### src/rtl/seq_det_pkg.sv
// Shared types and defaults for the round-robin pattern-detector scheduler.
package seq_det_pkg;

  typedef enum logic [1:0] {
    IDLE   = 2'd0,
    GRANT  = 2'd1,
    STREAM = 2'd2,
    REPORT = 2'd3
  } state_t;

  localparam int DEF_PAT_W = 5;
  localparam logic [DEF_PAT_W-1:0] DEF_PATTERN = 5'b10011;

endpackage

### src/rtl/seq_match_core.sv
// Serial pattern matcher: history shift register, fill count and window compare.
// hit is combinational so the owner can count the completing bit in the same cycle.
module seq_match_core
  import seq_det_pkg::*;
#(
  parameter int              PAT_W   = DEF_PAT_W,
  parameter logic [PAT_W-1:0] PATTERN = DEF_PATTERN
) (
  input  logic clk,
  input  logic reset,
  input  logic clr,
  input  logic bit_in,
  input  logic bit_en,
  output logic hit
);

  localparam int FILL_W = $clog2(PAT_W + 1);

  logic [PAT_W-2:0]  hist_r;
  logic [FILL_W-1:0] fill_r;
  logic [PAT_W-1:0]  window_s;
  logic [FILL_W-1:0] fill_nx_s;
  logic              full_s;

  // Window including the incoming bit, and saturating fill increment
  always_comb begin
    window_s = {hist_r, bit_in};
    full_s   = (fill_r >= FILL_W'(PAT_W - 1));
    hit      = bit_en & full_s & (window_s == PATTERN);
    if (fill_r == FILL_W'(PAT_W)) begin
      fill_nx_s = fill_r;
    end else begin
      fill_nx_s = fill_r + 1'b1;
    end
  end

  // History update; after a match only the completing bit seeds the next window
  always_ff @(posedge clk) begin
    if (!reset) begin
      hist_r <= '0;
      fill_r <= '0;
    end else if (clr) begin
      hist_r <= '0;
      fill_r <= '0;
    end else if (bit_en) begin
      hist_r <= window_s[PAT_W-2:0];
      fill_r <= hit ? FILL_W'(1) : fill_nx_s;
    end else begin
      hist_r <= hist_r;
      fill_r <= fill_r;
    end
  end

endmodule

### src/rtl/seq_det_sched.sv
// Round-robin scheduler that lends one serial pattern detector to NREQ lanes,
// one frame at a time, and reports the per-frame hit count with the lane id.
module seq_det_sched
  import seq_det_pkg::*;
#(
  parameter int               NREQ    = 4,
  parameter int               PAT_W   = DEF_PAT_W,
  parameter logic [PAT_W-1:0] PATTERN = DEF_PATTERN,
  parameter int               LEN_W   = 8,
  parameter int               CNT_W   = 4
) (
  input  logic                      clk,
  input  logic                      reset,
  input  logic [NREQ-1:0]           req,
  input  logic [NREQ-1:0]           x,
  input  logic [NREQ-1:0]           x_valid,
  input  logic [LEN_W-1:0]          frame_len,
  output logic [NREQ-1:0]           gnt,
  output logic                      busy,
  output logic                      z,
  output logic                      done,
  output logic [$clog2(NREQ)-1:0]   done_id,
  output logic [CNT_W-1:0]          match_cnt,
  output logic                      aborted
);

  localparam int IDW = $clog2(NREQ);
  localparam int SW  = IDW + 1;

  state_t           state_r, state_nx_s;
  logic [IDW-1:0]   cur_r, cur_nx_s, ptr_r, pick_s, lane_s;
  logic [SW-1:0]    sum_s;
  logic             pick_ok_s;
  logic [LEN_W-1:0] len_r, bit_cnt_r, bit_cnt_nx_s;
  logic [CNT_W-1:0] hit_cnt_r, hit_nx_s;
  logic             accept_s, hit_s, abort_s;

  logic [NREQ-1:0]  gnt_r;
  logic             busy_r, z_r, done_r, aborted_r;
  logic [IDW-1:0]   done_id_r;
  logic [CNT_W-1:0] match_cnt_r;

  seq_match_core #(
    .PAT_W  (PAT_W),
    .PATTERN(PATTERN)
  ) u_core (
    .clk   (clk),
    .reset (reset),
    .clr   (state_r == GRANT),
    .bit_in(x[cur_r]),
    .bit_en(accept_s),
    .hit   (hit_s)
  );

  // Round-robin search: first requesting lane at or after ptr, wrapping
  always_comb begin
    pick_ok_s = 1'b0;
    pick_s    = '0;
    sum_s     = '0;
    lane_s    = '0;
    for (int i = 0; i < NREQ; i++) begin
      sum_s     = {1'b0, ptr_r} + SW'(i);
      lane_s    = (sum_s >= SW'(NREQ)) ? IDW'(sum_s - SW'(NREQ)) : sum_s[IDW-1:0];
      pick_s    = (!pick_ok_s && req[lane_s]) ? lane_s : pick_s;
      pick_ok_s = pick_ok_s | req[lane_s];
    end
  end

  // Per-bit datapath: acceptance, length count and saturating hit count
  always_comb begin
    accept_s     = (state_r == STREAM) & req[cur_r] & x_valid[cur_r];
    bit_cnt_nx_s = bit_cnt_r + 1'b1;
    if (hit_s && (hit_cnt_r != '1)) begin
      hit_nx_s = hit_cnt_r + 1'b1;
    end else begin
      hit_nx_s = hit_cnt_r;
    end
  end

  // Next-state logic
  always_comb begin
    state_nx_s = state_r;
    cur_nx_s   = cur_r;
    abort_s    = 1'b0;
    case (state_r)
      IDLE: begin
        if (pick_ok_s) begin
          state_nx_s = GRANT;
          cur_nx_s   = pick_s;
        end else begin
          state_nx_s = IDLE;
        end
      end
      GRANT: begin
        if (frame_len == '0) begin
          state_nx_s = REPORT;
        end else begin
          state_nx_s = STREAM;
        end
      end
      STREAM: begin
        if (!req[cur_r]) begin
          state_nx_s = REPORT;
          abort_s    = 1'b1;
        end else if (accept_s && (bit_cnt_nx_s == len_r)) begin
          state_nx_s = REPORT;
        end else begin
          state_nx_s = STREAM;
        end
      end
      REPORT:  state_nx_s = IDLE;
      default: state_nx_s = IDLE;
    endcase
  end

  // Control state: FSM, current lane, RR pointer, frame counters
  always_ff @(posedge clk) begin
    if (!reset) begin
      state_r   <= IDLE;
      cur_r     <= '0;
      ptr_r     <= '0;
      len_r     <= '0;
      bit_cnt_r <= '0;
      hit_cnt_r <= '0;
    end else begin
      state_r <= state_nx_s;
      cur_r   <= cur_nx_s;
      case (state_r)
        GRANT: begin
          len_r     <= frame_len;
          bit_cnt_r <= '0;
          hit_cnt_r <= '0;
        end
        STREAM: begin
          if (accept_s) begin
            bit_cnt_r <= bit_cnt_nx_s;
            hit_cnt_r <= hit_nx_s;
          end else begin
            bit_cnt_r <= bit_cnt_r;
            hit_cnt_r <= hit_cnt_r;
          end
        end
        REPORT: begin
          ptr_r <= (cur_r == IDW'(NREQ - 1)) ? '0 : cur_r + 1'b1;
        end
        default: begin
          ptr_r <= ptr_r;
        end
      endcase
    end
  end

  // Outputs registered from the next state so they line up with the state
  always_ff @(posedge clk) begin
    if (!reset) begin
      gnt_r       <= '0;
      busy_r      <= 1'b0;
      z_r         <= 1'b0;
      done_r      <= 1'b0;
      done_id_r   <= '0;
      match_cnt_r <= '0;
      aborted_r   <= 1'b0;
    end else begin
      gnt_r  <= ((state_nx_s == GRANT) || (state_nx_s == STREAM)) ?
                ({{(NREQ-1){1'b0}}, 1'b1} << cur_nx_s) : '0;
      busy_r <= (state_nx_s != IDLE);
      z_r    <= hit_s;
      done_r <= (state_nx_s == REPORT);
      if (state_nx_s == REPORT) begin
        done_id_r   <= cur_nx_s;
        match_cnt_r <= (state_r == STREAM) ? hit_nx_s : '0;
        aborted_r   <= abort_s;
      end else begin
        done_id_r   <= done_id_r;
        match_cnt_r <= match_cnt_r;
        aborted_r   <= aborted_r;
      end
    end
  end

  assign gnt       = gnt_r;
  assign busy      = busy_r;
  assign z         = z_r;
  assign done      = done_r;
  assign done_id   = done_id_r;
  assign match_cnt = match_cnt_r;
  assign aborted   = aborted_r;

endmodule

### config.mk
export PLATFORM = sky130hd
export DESIGN_NAME = seq_det_sched
export DESIGN_NICKNAME = d
export VERILOG_FILES = /design/src/rtl/seq_det_pkg.sv /design/src/rtl/seq_match_core.sv /design/src/rtl/seq_det_sched.sv
export SDC_FILE = /design/constraint.sdc
export NUM_CORES = 1
export LEC_CHECK = 0
export CORE_MARGIN = 2
export CORE_UTILIZATION = 55
export CTS_BUF_LIST = sky130_fd_sc_hd__clkbuf_8
export DETAILED_ROUTE_END_ITERATION = 8
export HOLD_SLACK_MARGIN = 0.1
export PLACE_DENSITY = 0.84
export SYNTH_ARGS = -nofsm -noshare
export SYNTH_HDL_FRONTEND = slang
export SYNTH_SLANG_ARGS = --single-unit
export TNS_END_PERCENT = 10
### constraint.sdc
create_clock -name clk -period 4.7 [get_ports clk]
set_clock_uncertainty 0.15 [all_clocks]
set_input_delay 0.47 -clock clk [delete_from_list [all_inputs] [get_ports clk]]
set_output_delay 0.47 -clock clk [all_outputs]
set_load 0.05 [all_outputs]
## Yosys cells after proc, flatten, opt, wreduce, memory -nomap -nowiden

Cells that the tools add are included.

| storage, ports and cells | value |
|---|---|
| word-level logic and storage cells | 115 |
| output and inout port bits | 14 |
| bits of input ports | 22 |
| bits in registers | 47 |

| cells by class | value |
|---|---|
| shift-type cells | 1 |
| reductions and logical operators | 17 |
| multiplexer cells | 40 |
| equal/unequal tests | 13 |
| add/subtract/negate cells | 11 |
| bitwise operators | 8 |
| magnitude comparators | 10 |

Operator list:

| kind | number |
|---|---|
| $mux 2 | 11 |
| $pmux 8 s2 | 1 |
| $lt 2x3->1 const B | 5 |
| $bmux 1 s2 | 7 |
| $mux 1 | 13 |
| $ge 3x3->1 const B | 4 |
| $mux 4 | 3 |
| $eq 2x2->1 const B | 5 |
| $add 8x1->8 const B | 1 |
| $eq 8x8->1 | 1 |
| $logic_not 8->1 | 1 |
| $mux 8 | 1 |
| $pmux 2 s4 | 1 |
| $pmux 4 s2 | 1 |
| $sub 2x1->2 const B | 4 |
| $add 2x2->3 const B | 2 |
| $mux 3 | 2 |
| $reduce_and 2->1 | 3 |
| $eq 5x5->1 const B | 1 |
| $logic_and 1x1->1 | 5 |
| $add 4x1->4 const B | 1 |
| $and 1x1->1 | 4 |
| $eq 2x1->1 const B | 2 |
| $ne 2x2->1 const B | 2 |
| other kinds (14) | 19 |

## Logic depth before layout (Yosys ltp)

| logic depth | value |
|---|---|
| depth after elaboration | 13 |
| mapped depth | 13 |
| gate-level depth less buffers | 13 |

## Hierarchy

Synthesis repeated with hierarchy kept, for this count alone.

| second synthesis, totals | value |
|---|---|
| cell total of the unflattened synthesis | 272 |
| area total of the unflattened synthesis | 2,531.2 µm² |

Modules (own cells, without submodules):

| module | instances | cells an instance | seq. area each (µm²) | area each (µm²) |
|---|---|---|---|---|
| seq_det_sched | 1 | 242 | 800.8 | 2,179.6 |
| seq_match_core | 1 | 30 | 140.1 | 351.6 |

## Worst setup path after synthesis

No wires, ideal clock.

| path | value |
|---|---|
| kind | reg-to-reg |
| start point | register bit_cnt_r[1] |
| end point | register match_cnt_r[3], in the netlist match_cnt[3] |
| path buffers | 0 |
| cell stages (with the launch flop) | 12 |
| data arrival time | 2.675 ns |
| setup time | 0.059 ns |
| data required time | 4.491 ns |
| clock period less this slack | 2.884 ns |
| setup slack | 1.816 ns |
| cells stage by stage | dfxtp_1 ha_1 nand2b_1 o211a_1 o32a_1 o41a_1 a211oi_1 ha_1 inv_1 nor3_1 and4bb_2 a211o_1 |

| on the way | value |
|---|---|
| longest elaborated chain between the ends | 7 |

Ends and longest elaborated chain:

| element | line | text |
|---|---|---|
| start, declared | seq_det_sched.sv:34 | `logic [LEN_W-1:0] len_r, bit_cnt_r, bit_cnt_nx_s;` |
| start signal, assigned | seq_det_sched.sv:136 | `bit_cnt_r <= bit_cnt_nx_s;` |
| start signal, assigned | seq_det_sched.sv:139 | `bit_cnt_r <= bit_cnt_r;` |
| $add 8x1->8 | seq_det_sched.sv:72 | `bit_cnt_nx_s = bit_cnt_r + 1'b1;` |
| $eq 8x8->1 | seq_det_sched.sv:105 | `end else if (accept_s && (bit_cnt_nx_s == len_r)) begin` |
| $logic_and 1x1->1 | seq_det_sched.sv:105 |  |
| $mux 1 | seq_det_sched.sv:105 |  |
| $mux 1 | seq_det_sched.sv:102 | `if (!req[cur_r]) begin` |
| $pmux 2 s4 | seq_det_sched.sv:85 | `case (state_r)` |
| via state_nx_s[0] | seq_det_sched.sv:30 | `state_t state_r, state_nx_s;` |
| $eq 2x2->1 | seq_det_sched.sv:169 | `if (state_nx_s == REPORT) begin` |
| end signal, assigned | seq_det_sched.sv:171 | `match_cnt_r <= (state_r == STREAM) ? hit_nx_s : '0;` |
| end signal, assigned | seq_det_sched.sv:175 | `match_cnt_r <= match_cnt_r;` |
| end, declared | seq_det_sched.sv:41 | `logic [CNT_W-1:0] match_cnt_r;` |

The timed path passes the listed nets, and every way through them passes these cells.
A chain may end at the register's enable or synchronous reset.

## Final worst setup path

| path | value |
|---|---|
| start point | input req[2] |
| end point | register match_cnt_r[3], in the netlist match_cnt[3] |

| on the way | value |
|---|---|
| longest elaborated chain between the ends | 9 |
| elaborated cells between the ends (all ways) | 26 |
| those cells by class | eq/ne: 1; mux: 16; bitwise: 7; reduce/logical: 2 |

Ends and longest elaborated chain:

| element | line | text |
|---|---|---|
| start, declared | seq_det_sched.sv:14 | `input logic [NREQ-1:0] req,` |
| $bmux 1 s2 | seq_det_sched.sv:71, seq_det_sched.sv:102 |  |
| $mux 1 (not written as such) | seq_det_sched.sv:71, seq_det_sched.sv:102 |  |
| $and 1x1->1 (2 in a row) | seq_det_sched.sv:71 | `accept_s = (state_r == STREAM) & req[cur_r] & x_valid[cur_r];` |
| $logic_and 1x1->1 | seq_det_sched.sv:105 |  |
| $mux 1 | seq_det_sched.sv:105 |  |
| $mux 1 | seq_det_sched.sv:102 |  |
| $pmux 2 s4 * | seq_det_sched.sv:85 |  |
| via state_nx_s[0] | seq_det_sched.sv:30 |  |
| $eq 2x2->1 * | seq_det_sched.sv:169 |  |

The timed path passes the listed nets; every way through them passes the cells marked *. The select of a mux whose other input is x is not followed.

==> results.cfg <==
[drt]
drt-total-wl_um = 5800
wl_per_cell_um = 15.4
drt_iter0_markers = 136
num_vias = 2278
drtPass1Iterations = 5
drc = 0
viasPerCell = 6.06
drtAntennaViolNets = 0

[sta]
fin_crit_sh_pct = 75.0
hold_violations = 0
drv_slew = 0
final.setup.tns_ns = 0
finalSetupViolCount = 0
slew_headroom_pct = 37.7
tightest_slew_ns = 0.931
rsz0062_at_grt = no
max_freq_ghz = 0.284
fin_crit_ns = 3.53

[worst_setup_path]
r2r_slack_ns = 1.30
path_class = primary input to register
crit_fanout = 14
slowest_stage = clkdlybuf4s50_1
r2r_start = bit_cnt_r[0]$_SDFFE_PN0P_
cpMostUsedCell = nand2_1
cp.required_ns = 4.79
path_buf_inv = 2
worstSetupEndpointType = register
rr_endpoint = match_cnt[3]$_SDFFE_PN0P_
reg2reg_depth = 12
arrival_ns = 3.61
path_delay_family = compound AO/OA/AOI/OAI gates
critPathMaxStageDelay_ns = 0.61
start_kind = primary input
path_cells = clkdlybuf4s50_1 > and2_1 > mux4_2 > nand2_1 > o41a_1 > a211oi_1 > ha_1 > inv_1 > nor3_1 > nand2_1 > a21oi_1 > a211o_1

[floorplanning]
initial_core_util_pct = 57.7
io_pins = 36
die_w_um = 72.0
dieArea_mm2 = 0.00519
num_rows = 24
coreArea_mm2 = 0.00441
die_h_um = 72.0

[yosys]
synth_top_area_share_pct = 37.0
ys_ff_latch = 47
synth_edf_count = 0
synth-main-ff-cell = dfxtp_1
syn_avg_cell_area_um2 = 8.78
synth.distinct_cells = 57
yosysWarningCount = 0
yosysSeqAreaShare_pct = 37.0
synth_area_leaders = dfxtp_1 (37%), ha_1 (5.9%), a21oi_1 (4.9%)
syn-num-nets = 324
async_reset_ff_share_pct = 0
syn_area_mm2 = 0.00255
yosys.area.top_type = dfxtp_1
synthCells = 290

[clock_network]
clockRootBuffer = clkbuf_8
numClockSinks = 47
clock_path_buffers = 2
cts_resized = 0
cts_tree = built
path_clk_slew_ns = 0.09
cts_setup_buffers = 0
cts.htree.levels = 2
cts_hold_buf = 0
numCtsBuffers = 5
clk_latency_ns = 0.30

[layout]
final.fill_count = 356
drive_gt1_share_pct = 6.17
finalNonFillerCells = 376
nNetsFinal = 357
seq_area_um2 = 941
syn_to_final_growth_pct = 18.8
antenna_cells = 0
fin_util_pct = 68.5
multiInputGateArea_mm2 = 0.00153

[hold_path]
worstHoldPathType = register to register
hold_path_end = match_cnt[2]$_SDFFE_PN0P_
holdPathStages = 2
hp-start = match_cnt[2]$_SDFFE_PN0P_

[global_routing]
grt_pass1_wl_um = 9740
grt_max_degree = 30
grt_util_all_layers_pct = 23.8
grt_antenna_before_repair = 0
overflow = 0
grt_pass1_vias = 2055

[power]
p_int_uw = 814
combPwrFrac_pct = 43.3
power_frac_clock_pct = 19.5
p_seq_share_pct = 37.2
switchingPower_uw = 541
swShare_pct = 39.9
p_leak_nw = 1.09
p_per_area_mw_per_mm2 = 448
ir_worst_vdd_uv = 322

[place]
port_buffers = 35
dp_hpwl_um = 4290
place.gp.congestion = 0.880
dp_cells = 368

[flow_run]
cap_violations = 0

[status]
run_status = complete, no violations
## routing by layer
layer  global-route usage (%)  wire, um  up-vias
met5                        0         0        -
met4                     5.66        83        0
met3                     5.00       268        9
met2                     38.9      2790       60
met1                     32.4      2660     1098
li1                         -         -     1111
## cell type report
class                   count  area share (%)
multi-input cells         224            50.6
flip-flops and latches     47            31.1
repair buffers             35            11.6
clock buffers               7            3.19
well taps                  52            2.15
inverters                  10            1.24
clock inverters             1           0.124
## power by group through the flow
stage          registers (mW)  logic, mW  clock network, mW
6_report                0.504      0.587              0.265
5_1_grt                 0.512      0.649              0.279
4_1_cts                 0.504      0.590              0.266
3_5_place_dp            0.511      0.586                  0
3_3_place_gp            0.510      0.580                  0
2_1_floorplan           0.568      0.362                  0
## state kept, by name (all words and copies together), names as in the netlist, 2 cells and up
register / count
cur_r: 2
gnt: 4
u_core.hist_r: 4
hit_cnt_r: 4
u_core.fill_r: 3
bit_cnt_r: 8
state_r: 2
done_id: 2
ptr_r: 2
match_cnt: 4
len_r: 8
## cell families (layout without fill, tap and decap cells)
kind of cell               Yosys count  in the layout  synth area share [%]
xor gates and xnor gates            11             11                  3.78
adders and majority gates           12             12                  5.90
AOI/OAI and AO/OA                   65             65                  16.3
DFF                                 47             47                  37.0
buffers and inverters               19             53                  2.95
muxes                               16             16                  8.45
and+or+nand+nor                    120            120                  25.7
## worst register-to-register path: stages, from the launching register on
cell	delay [ns]
dfxtp_1	0.49
ha_1	0.32
nand2b_1	0.10
o211a_1	0.21
o32a_1	0.30
o41a_1	0.46
a211oi_1	0.29
ha_1	0.28
inv_1	0.12
nor3_1	0.26
nand2_1	0.10
a21oi_1	0.14
a211o_1	0.11
## placed cells by master (no fill, tap or decap), drive strengths merged, types with 6 or more instances in the layout
cell type and instances:
clkbuf 7, a21oi 25, nand2 32, and2 6, mux2i 11, clkdlybuf4s50 35
xnor2 8, dfxtp 47, nor3 11, o21ai 14, inv 11, nand3 9
nand2b 6, nor2 24, ha 12
## metrics by stage
stage | instance area, um^2 | hold WS [ns] | total power, mW | setup WS [ns]
3_5_place_dp | 2920 | 0.295 | 1.10 | 0.906
2_1_floorplan | 2550 | 0.290 | 0.931 | 1.82
3_3_place_gp | 2920 | 0.294 | 1.09 | 1.06
4_1_cts | 3020 | 0.310 | 1.36 | 1.20
6_report | 3020 | 0.308 | 1.36 | 1.17
5_1_grt | 3020 | 0.327 | 1.44 | 0.918
## Yosys cell counts, drive strengths merged, types with 2 or more instances
library cell / count
dfxtp: 47
nand2: 32
a21oi: 25
nor2: 24
o21ai: 14
ha: 12
mux2i: 11
nor3: 11
inv: 10
nand3: 9
xnor2: 8
clkbuf: 7
and2: 6
nand2b: 6
a211o: 4
and3: 4
mux4: 4
nor3b: 4
nor4: 4
a211oi: 3
a31oi: 3
and3b: 3
nand3b: 3
xor2: 3
a311oi: 2
buf: 2
nand4: 2
nand4b: 2
o21a: 2
or2b: 2
or3: 2
## how the worst max path moves through the flow
stage | from | endpoint | slack (ns) | cells past startpoint
floorplan | bit_cnt_r[1]$_SDFFE_PN0P_ | match_cnt[3]$_SDFFE_PN0P_ | 1.82 | 11
global placement | req[1] | match_cnt[3]$_SDFFE_PN0P_ | 1.06 | 11
detailed placement | req[2] | match_cnt[3]$_SDFFE_PN0P_ | 0.91 | 12
CTS | req[2] | match_cnt[3]$_SDFFE_PN0P_ | 1.20 | 12
global route | req[2] | match_cnt[3]$_SDFFE_PN0P_ | 0.92 | 12
finish | req[2] | match_cnt[3]$_SDFFE_PN0P_ | 1.17 | 12
Note: power is estimated with default switching activity, not from simulation.
